$ cat src/rtl/decode_ctrl_unit.sv
`default_nettype none
// ============================================================================
// Module      : decode_ctrl_unit
// Description : RV32I control decoder with E-stage pipeline register, mul/div
//               occupancy FSM (optional, macro DECODE_MULDIV_EN) and a
//               saturating illegal-instruction counter.
// Revision    : 1.0 - initial release
// ============================================================================
module decode_ctrl_unit #(
   parameter int DATA_WIDTH     = 32,
   parameter int ALUCTRL_WIDTH  = 5,
   parameter int MULDIV_LATENCY = 4
) (
   input  logic                     clk,
   input  logic                     rst_n,
   input  logic [DATA_WIDTH-1:0]    InstrD,
   input  logic                     ValidD,
   input  logic                     StallE,
   input  logic                     FlushE,
   output logic                     RegWriteE,
   output logic [1:0]               ResultSrcE,
   output logic                     MemWriteE,
   output logic                     JumpE,
   output logic                     BranchE,
   output logic [ALUCTRL_WIDTH-1:0] ALUControlE,
   output logic                     ALUSrcE,
   output logic [2:0]               ImmSrcE,
   output logic                     JALRInstrE,
   output logic [2:0]               AddressingControlE,
   output logic                     MulDivE,
   output logic                     ValidE,
   output logic                     IllegalE,
   output logic                     BusyD,
   output logic [15:0]              IllegalCount
);

   typedef struct packed {
      logic       reg_write;
      logic [1:0] result_src;
      logic       mem_write;
      logic       jump;
      logic       branch;
      logic [4:0] alu;
      logic       alu_src;
      logic [2:0] imm_src;
      logic       jalr;
      logic [2:0] addr_ctrl;
      logic       muldiv;
   } ctrl_t;

   typedef enum logic [0:0] {IDLE = 1'b0, MD_BUSY = 1'b1} state_t;

   localparam logic [3:0] MD_LOAD  = 4'(MULDIV_LATENCY - 1);
   localparam bit         MD_MULTI = (MULDIV_LATENCY > 1);

   logic [6:0]  opcode;
   logic [2:0]  funct3;
   logic [6:0]  funct7;
   ctrl_t       dec;
   logic        illegal;
   ctrl_t       ctrl_e;
   logic        valid_e;
   logic        illegal_e;
   logic [15:0] illegal_cnt;
   state_t      state;
   logic [3:0]  md_cnt;
   logic        load_e;
   logic        unused_bits;

   assign opcode      = InstrD[6:0];
   assign funct3      = InstrD[14:12];
   assign funct7      = InstrD[31:25];
   assign unused_bits = ^{InstrD[24:15], InstrD[11:7]};

   generate
      if (DATA_WIDTH > 32) begin : g_unused_hi
         logic unused_hi;
         assign unused_hi = ^InstrD[DATA_WIDTH-1:32];
      end
   endgenerate

   always_comb begin
      dec     = '0;
      illegal = 1'b0;
      case (opcode)
         7'b0110011: begin
            case (funct7)
               7'b0000000: begin
                  dec.reg_write = 1'b1;
                  case (funct3)
                     3'b000:  dec.alu = 5'd0;
                     3'b001:  dec.alu = 5'd7;
                     3'b010:  dec.alu = 5'd5;
                     3'b011:  dec.alu = 5'd6;
                     3'b100:  dec.alu = 5'd4;
                     3'b101:  dec.alu = 5'd8;
                     3'b110:  dec.alu = 5'd3;
                     default: dec.alu = 5'd2;
                  endcase
               end
               7'b0100000: begin
                  dec.reg_write = 1'b1;
                  if (funct3 == 3'b000)      dec.alu = 5'd1;
                  else if (funct3 == 3'b101) dec.alu = 5'd11;
                  else                       illegal = 1'b1;
               end
`ifdef DECODE_MULDIV_EN
               7'b0000001: begin
                  dec.reg_write = 1'b1;
                  dec.muldiv    = 1'b1;
                  dec.alu       = {2'b10, funct3};
               end
`else
               7'b0000001: illegal = 1'b1;
`endif
               default: illegal = 1'b1;
            endcase
         end
         7'b0010011: begin
            dec.reg_write = 1'b1;
            dec.alu_src   = 1'b1;
            case (funct3)
               3'b000:  dec.alu = 5'd0;
               3'b001:  dec.alu = 5'd7;
               3'b010:  dec.alu = 5'd5;
               3'b011:  dec.alu = 5'd6;
               3'b100:  dec.alu = 5'd4;
               3'b101:  dec.alu = InstrD[30] ? 5'd11 : 5'd8;
               3'b110:  dec.alu = 5'd3;
               default: dec.alu = 5'd2;
            endcase
         end
         7'b0000011: begin
            dec.result_src = 2'b01;
            dec.alu_src    = 1'b1;
            dec.reg_write  = 1'b1;
            dec.addr_ctrl  = funct3;
            illegal = (funct3 == 3'b011) || (funct3 == 3'b110) || (funct3 == 3'b111);
         end
         7'b0100011: begin
            dec.mem_write = 1'b1;
            dec.alu_src   = 1'b1;
            dec.imm_src   = 3'b001;
            dec.addr_ctrl = funct3;
            illegal = (funct3 > 3'b010);
         end
         7'b1100011: begin
            dec.branch  = 1'b1;
            dec.alu     = 5'd1;
            dec.imm_src = 3'b010;
            illegal = (funct3 == 3'b010) || (funct3 == 3'b011);
         end
         7'b1101111: begin
            dec.jump       = 1'b1;
            dec.reg_write  = 1'b1;
            dec.result_src = 2'b10;
            dec.imm_src    = 3'b011;
         end
         7'b1100111: begin
            dec.jump       = 1'b1;
            dec.jalr       = 1'b1;
            dec.reg_write  = 1'b1;
            dec.result_src = 2'b10;
            dec.alu_src    = 1'b1;
            illegal = (funct3 != 3'b000);
         end
         7'b0110111: begin
            dec.reg_write = 1'b1;
            dec.alu_src   = 1'b1;
            dec.imm_src   = 3'b100;
            dec.alu       = 5'd15;
         end
         default: illegal = 1'b1;
      endcase
   end

   assign load_e = !FlushE && !StallE && !BusyD;

   // Illegal or bubble instructions enter E with every control cleared.
   always_ff @(posedge clk or negedge rst_n) begin
      if (!rst_n) begin
         ctrl_e      <= '0;
         valid_e     <= 1'b0;
         illegal_e   <= 1'b0;
         illegal_cnt <= '0;
      end else if (FlushE) begin
         ctrl_e    <= '0;
         valid_e   <= 1'b0;
         illegal_e <= 1'b0;
      end else if (load_e) begin
         ctrl_e    <= (ValidD && !illegal) ? dec : '0;
         valid_e   <= ValidD;
         illegal_e <= ValidD && illegal;
         if (ValidD && illegal && (illegal_cnt != 16'hFFFF))
            illegal_cnt <= illegal_cnt + 16'd1;
      end
   end

   // Occupancy counter keeps running through StallE; only FlushE aborts it.
   always_ff @(posedge clk or negedge rst_n) begin
      if (!rst_n) begin
         state  <= IDLE;
         md_cnt <= '0;
      end else begin
         case (state)
            IDLE: begin
               if (load_e && ValidD && !illegal && dec.muldiv && MD_MULTI) begin
                  state  <= MD_BUSY;
                  md_cnt <= MD_LOAD;
               end
            end
            MD_BUSY: begin
               if (FlushE || (md_cnt == 4'd1)) begin
                  state  <= IDLE;
                  md_cnt <= '0;
               end else begin
                  md_cnt <= md_cnt - 4'd1;
               end
            end
            default: begin
               state  <= IDLE;
               md_cnt <= '0;
            end
         endcase
      end
   end

`ifdef DECODE_MULDIV_EN
   assign BusyD = (state == MD_BUSY);
`else
   assign BusyD = 1'b0;
`endif

   assign RegWriteE          = ctrl_e.reg_write;
   assign ResultSrcE         = ctrl_e.result_src;
   assign MemWriteE          = ctrl_e.mem_write;
   assign JumpE              = ctrl_e.jump;
   assign BranchE            = ctrl_e.branch;
   assign ALUControlE        = ALUCTRL_WIDTH'(ctrl_e.alu);
   assign ALUSrcE            = ctrl_e.alu_src;
   assign ImmSrcE            = ctrl_e.imm_src;
   assign JALRInstrE         = ctrl_e.jalr;
   assign AddressingControlE = ctrl_e.addr_ctrl;
   assign MulDivE            = ctrl_e.muldiv;
   assign ValidE             = valid_e;
   assign IllegalE           = illegal_e;
   assign IllegalCount       = illegal_cnt;

endmodule
`default_nettype wire

$ cat config.mk
export PLATFORM = sky130hd
export DESIGN_NAME = decode_ctrl_unit
export DESIGN_NICKNAME = d
export VERILOG_FILES = /design/src/rtl/decode_ctrl_unit.sv
export SDC_FILE = /design/constraint.sdc
export NUM_CORES = 1
export LEC_CHECK = 0
export CAP_MARGIN = 20
export CORE_MARGIN = 2
export CORE_UTILIZATION = 40
export DETAILED_ROUTE_END_ITERATION = 8
export PLACE_DENSITY = 0.74
export SYNTH_ARGS = -nofsm -noshare
export SYNTH_HDL_FRONTEND = slang
export SYNTH_SLANG_ARGS = --single-unit
$ cat constraint.sdc
create_clock -name clk -period 1.9 [get_ports clk]
set_input_delay 0.38 -clock clk [delete_from_list [all_inputs] [get_ports clk]]
set_output_delay 0.38 -clock clk [all_outputs]
set_load 0.02 [all_outputs]
After elaboration in Yosys (flattened, before gate mapping)
Cells that the tools add are included.
Widths: inputs -> output; s select.

operators by class
  add/sub/neg operators = 1
  magnitude comparators = 1
  equal/unequal tests = 17
  mux-type cells = 28
  bitwise gates (word level) = 1
  reduce and logical (&&, ||, !) cells = 21

operators by type and width
  operator               count
  $mux 20                3
  $pmux 4 s7             2
  $eq 7x6->1 const B     4
  $eq 7x7->1 const B     3
  $pmux 5 s4             1
  $add 16x1->16 const B  1
  $ne 16x16->1 const B   1
  $eq 3x3->1 const B     4
  $mux 1                 12
  $pmux 3 s4             1
  $reduce_or 5->1        2
  $mux 4                 2
  $pmux 4 s2             1
  $eq 7x2->1 const B     1
  $eq 7x5->1 const B     1
  $logic_not 7->1        1
  $eq 3x2->1 const B     2
  $pmux 1 s6             1
  $reduce_or 2->1        3
  $logic_and 1x1->1      4
  $pmux 1 s2             2
  $pmux 2 s2             1
  $eq 3x1->1 const B     1
  $gt 3x2->1 const B     1
  10 further kinds       14

storage, ports and cells
  bits in registers = 38
  bits of input ports = 37
  output and inout port bits = 39
  logic and storage cells = 83

Depth between registers and ports, before layout
  word-level depth = 10
  gate-level depth with buffers = 8
  mapped depth without buffers = 6

Worst setup path after synthesis
Ideal clock, no wire load.

  path type = reg2reg
  from = register illegal_cnt[2] (netlist: IllegalCount[2])
  to = register illegal_cnt[15] (netlist: IllegalCount[15])
  setup time = 0.128 ns
  data arrival time = 1.963 ns
  data required time = 1.772 ns
  slack = -0.191 ns
  stages on the path, launching flop included = 7
  buffers on the path = 0
  clock period less this slack = 2.091 ns
  cells stage by stage = dfrtp_1 and4_1 and2_1 nand3_1 or2_2 nor4_1 mux2_1

on the way
  longest elaborated chain between the ends = 3
  elaborated cells on any way between the ends = 4

ends and longest elaborated chain
  item                                                                   RTL line  RTL
  from (decl)                                                            64        logic [15:0] illegal_cnt;
  from (signal assigned)                                                 195       illegal_cnt <= illegal_cnt + 16'd1;
  parallel branches: the longest is 3 deep, another holds $add 16x1->16  -

Parallel ways; which one is timed is not known.
A chain may end at the register's enable or synchronous reset.

Worst setup path in the final report
  from = input InstrD[1]
  to = register illegal_cnt[1] (netlist: IllegalCount[1])

on the way
  longest elaborated chain between the ends = 6
  elaborated cells on any way between the ends = 13

ends and longest elaborated chain
  item                                   RTL line  RTL
  from (decl)                            16        input logic [DATA_WIDTH-1:0] InstrD,
  $eq 7x6->1 (tied with other cells)     85        case (opcode)
  $reduce_or 3->1 (no source line)       -
  $pmux 1 s6 (*)                         85
  $logic_and 1x1->1 (*) (2 in a row)     194       if (ValidD && illegal && (illegal_cnt != 16'hFFFF))
  $reduce_and 3->1 (no source line) (*)  -

Every way passes the cells marked *; elsewhere a longest branch is shown, timed or not.

==> metrics.yaml <==
global_route:
  antenna_found_initial: 0
  grt_pass1_wl_um: 8940
  grt_max_degree: 36
  overflow: 0
  grt_pass1_vias: 1955
  track_usage: 0.189
clocking:
  clock-sinks: 35
  clk_path_buf_depth: 2
  cts_tree: "done"
  clkLatencyLatePin_ns: 0.29
  cts_hold_buf: 0
  cts-root-buf: "clkbuf_8"
  htreeDepth: 2
  path_clk_slew_ns: 0.07
  cts_buffers: 5
worst_hold_path:
  holdCritPathClass: "in2reg"
  worstHoldStart: "InstrD[14]"
setup_path:
  end_kind: "flip-flop"
  worst_ep_arrival_time_ns: 2.04
  critPathKind: "in2reg"
  critPathLaunch: "InstrD[1]"
  critPathLaunchType: "primary input"
  worstPathMaxFanout: 6
  timing.rr.start: "IllegalCount[12]"
  cp_data_required_time_ns: 2.07
logic_synthesis:
  syn_area_sq_um: 2070
  synth_most_common_cell: "dfrtp_1"
  synth.largest_area_cell: "dfrtp_1"
  yosys_most_used_dff: "dfrtp_1"
  synth.top_cell.area_share: 0.423
  synth-edff-count: 0
  synth-seq-cells: 35
  synthTopCellsByArea: "dfrtp_1 (42%), xor2_1 (5.9%), a22o_1 (5.5%)"
  synthTopCellsByCount: "dfrtp_1 (35), nand2_1 (22), xor2_1 (14)"
  synth_seq_area_share: 0.423
  async_flop_share: 1.00
  synth_cells: 205
  avgSynthCellArea_sq_um: 10.1
  ys_warn_count: 0
  ys_types: 54
power:
  p_leak_uw: 0.00151
  power_density_nw_per_um2: 601
  peakVddDrop_mv: 0.374
route:
  vias: 1970
  wl_per_cell_um: 14.0
  viasPerCell: 5.09
  drt_iter0_drc: 96
  routed_wl_um: 5420
  drc: 0
  ant_nets: 0
  firstDrtPassIters: 4
finish:
  final_nets: 354
  final_layout_size_suffix_gt1_frac: 0.379
  syn2layout_area_growth_pct: 59.5
  antennaDiodeCount: 0
run_status:
  status: "completed"
floorplanning:
  rows: 26
  die_h_um: 75.9
  core_area_sq_um: 5040
  dieArea_sq_um: 5760
  io_pins: 76
  initial_core_util: 0.410
  die_x_um: 75.9
sta:
  finClkSkew_ns: 0.00684
  tns_ns: 0
  min_period_over_period: 0.984
  finalMaxSlewViolations: 0
  fin_ws_ns: 0.0300
  finalCriticalPeriod_ns: 1.87
  setup_viol: 0
  finalHoldViolCount: 0
  clock.fmax_mhz: 535
job:
  drv_cap: 0
place:
  pre_cts_slack_ns: -0.718
  gp_congestion: 0.879
  port_buffers: 57
  dp_hpwl_um: 3920
## state kept, by name, summed over array words and instances (netlist names)
signal	count
ALUControlE	4
ALUSrcE	1
AddressingControlE	3
BranchE	1
IllegalCount	16
IllegalE	1
ImmSrcE	3
JALRInstrE	1
MemWriteE	1
RegWriteE	1
ResultSrcE	2
ValidE	1
## logic make-up (layout without fill, tap and decap cells)
kind of cell,Yosys count,count (layout),synth area share
simple gates,91,92,0.273
compound gates,39,39,0.147
flops,35,35,0.423
buf+inv,18,127,0.0563
xor+xnor,16,16,0.0714
mux,4,4,0.0212
fa+ha+maj,1,1,0.00605
other cells,1,3,0.00181
## report_power, final
group | internal (uW) | switching, uW
logic | 315 | 320
registers | 800 | 29.0
clock network | 257 | 262
## metal layers
| layer | global-route usage | vias up | share of wire |
|---|---|---|---|
| met2 | 0.336 | 51 | 0.52 |
| li1 | - | 964 | - |
| met5 | 0 | - | 0 |
| met4 | 0.0582 | 0 | 0.0094 |
| met3 | 0.0393 | 6 | 0.038 |
| met1 | 0.231 | 949 | 0.43 |
## final cells by class
type	instances	area, sq um
inverter	4	15.0
timing repair buffer	115	1000
clock buffer	7	76.3
tap	70	87.6
fill	425	1740
sequential	35	881
multi-input combinational	155	1230
clock inverter	1	5.00
## worst paths after layout
path	end	slack, ns	cells after the start
max	IllegalCount[1]	0.03	8
max reg2reg	IllegalCount[1]	0.06	6
min reg2reg	ImmSrcE[1]	0.49	2
min	AddressingControlE[2]	0.46	3
max in group asynchronous	IllegalCount[5]	1.06	2
min in group asynchronous	IllegalCount[8]	0.51	2
## critical path: stages
cell	delay [ns]
clkdlybuf4s15_1	0.19
nand2_4	0.13
nor3_4	0.06
a211o_4	0.37
nor3_4	0.36
buf_4	0.18
nor3_2	0.04
mux2_4	0.31
## metrics by stage
| step | cells | area (sq um) | util | hold WS (ns) | total power (uW) |
|---|---|---|---|---|---|
| floorplan | 207 | 2110 | - | 0.0844 | 1110 |
| global placement | 369 | 3030 | 0.601 | 0.465 | 1420 |
| detailed placement | 369 | 3030 | 0.601 | 0.484 | 1440 |
| CTS | 381 | 3200 | 0.634 | 0.500 | 1970 |
| global route | 387 | 3300 | 0.654 | 0.474 | 2080 |
| finish | 387 | 3300 | 0.654 | 0.460 | 1980 |
## cells in the final DEF, fill, tap and decap left out, types with 4 or more instances in the layout
| cell type | instances |
|---|---|
| a22o_1 | 13 |
| buf_4 | 54 |
| clkbuf_2 | 4 |
| clkbuf_8 | 5 |
| clkdlybuf4s50_1 | 41 |
| dfrtp_1 | 31 |
| dfrtp_2 | 4 |
| dlygate4sd2_1 | 4 |
| nand2_1 | 22 |
| nand3_1 | 7 |
| nand4_1 | 7 |
| nor2_1 | 8 |
| nor3_1 | 7 |
| nor4_4 | 4 |
| o21ai_0 | 9 |
| xor2_1 | 14 |
## what timing repair did
| item | 4_1_cts | 5_1_grt |
|---|---|---|
| gates cloned | 1 | 0 |
| setup buffers | 3 | 6 |
| resized for setup | 41 | 29 |
| endpoints found under the setup margin | 34 | 31 |
| pin swaps | 19 | 13 |
No activity file was read; power rests on OpenSTA's default activity.
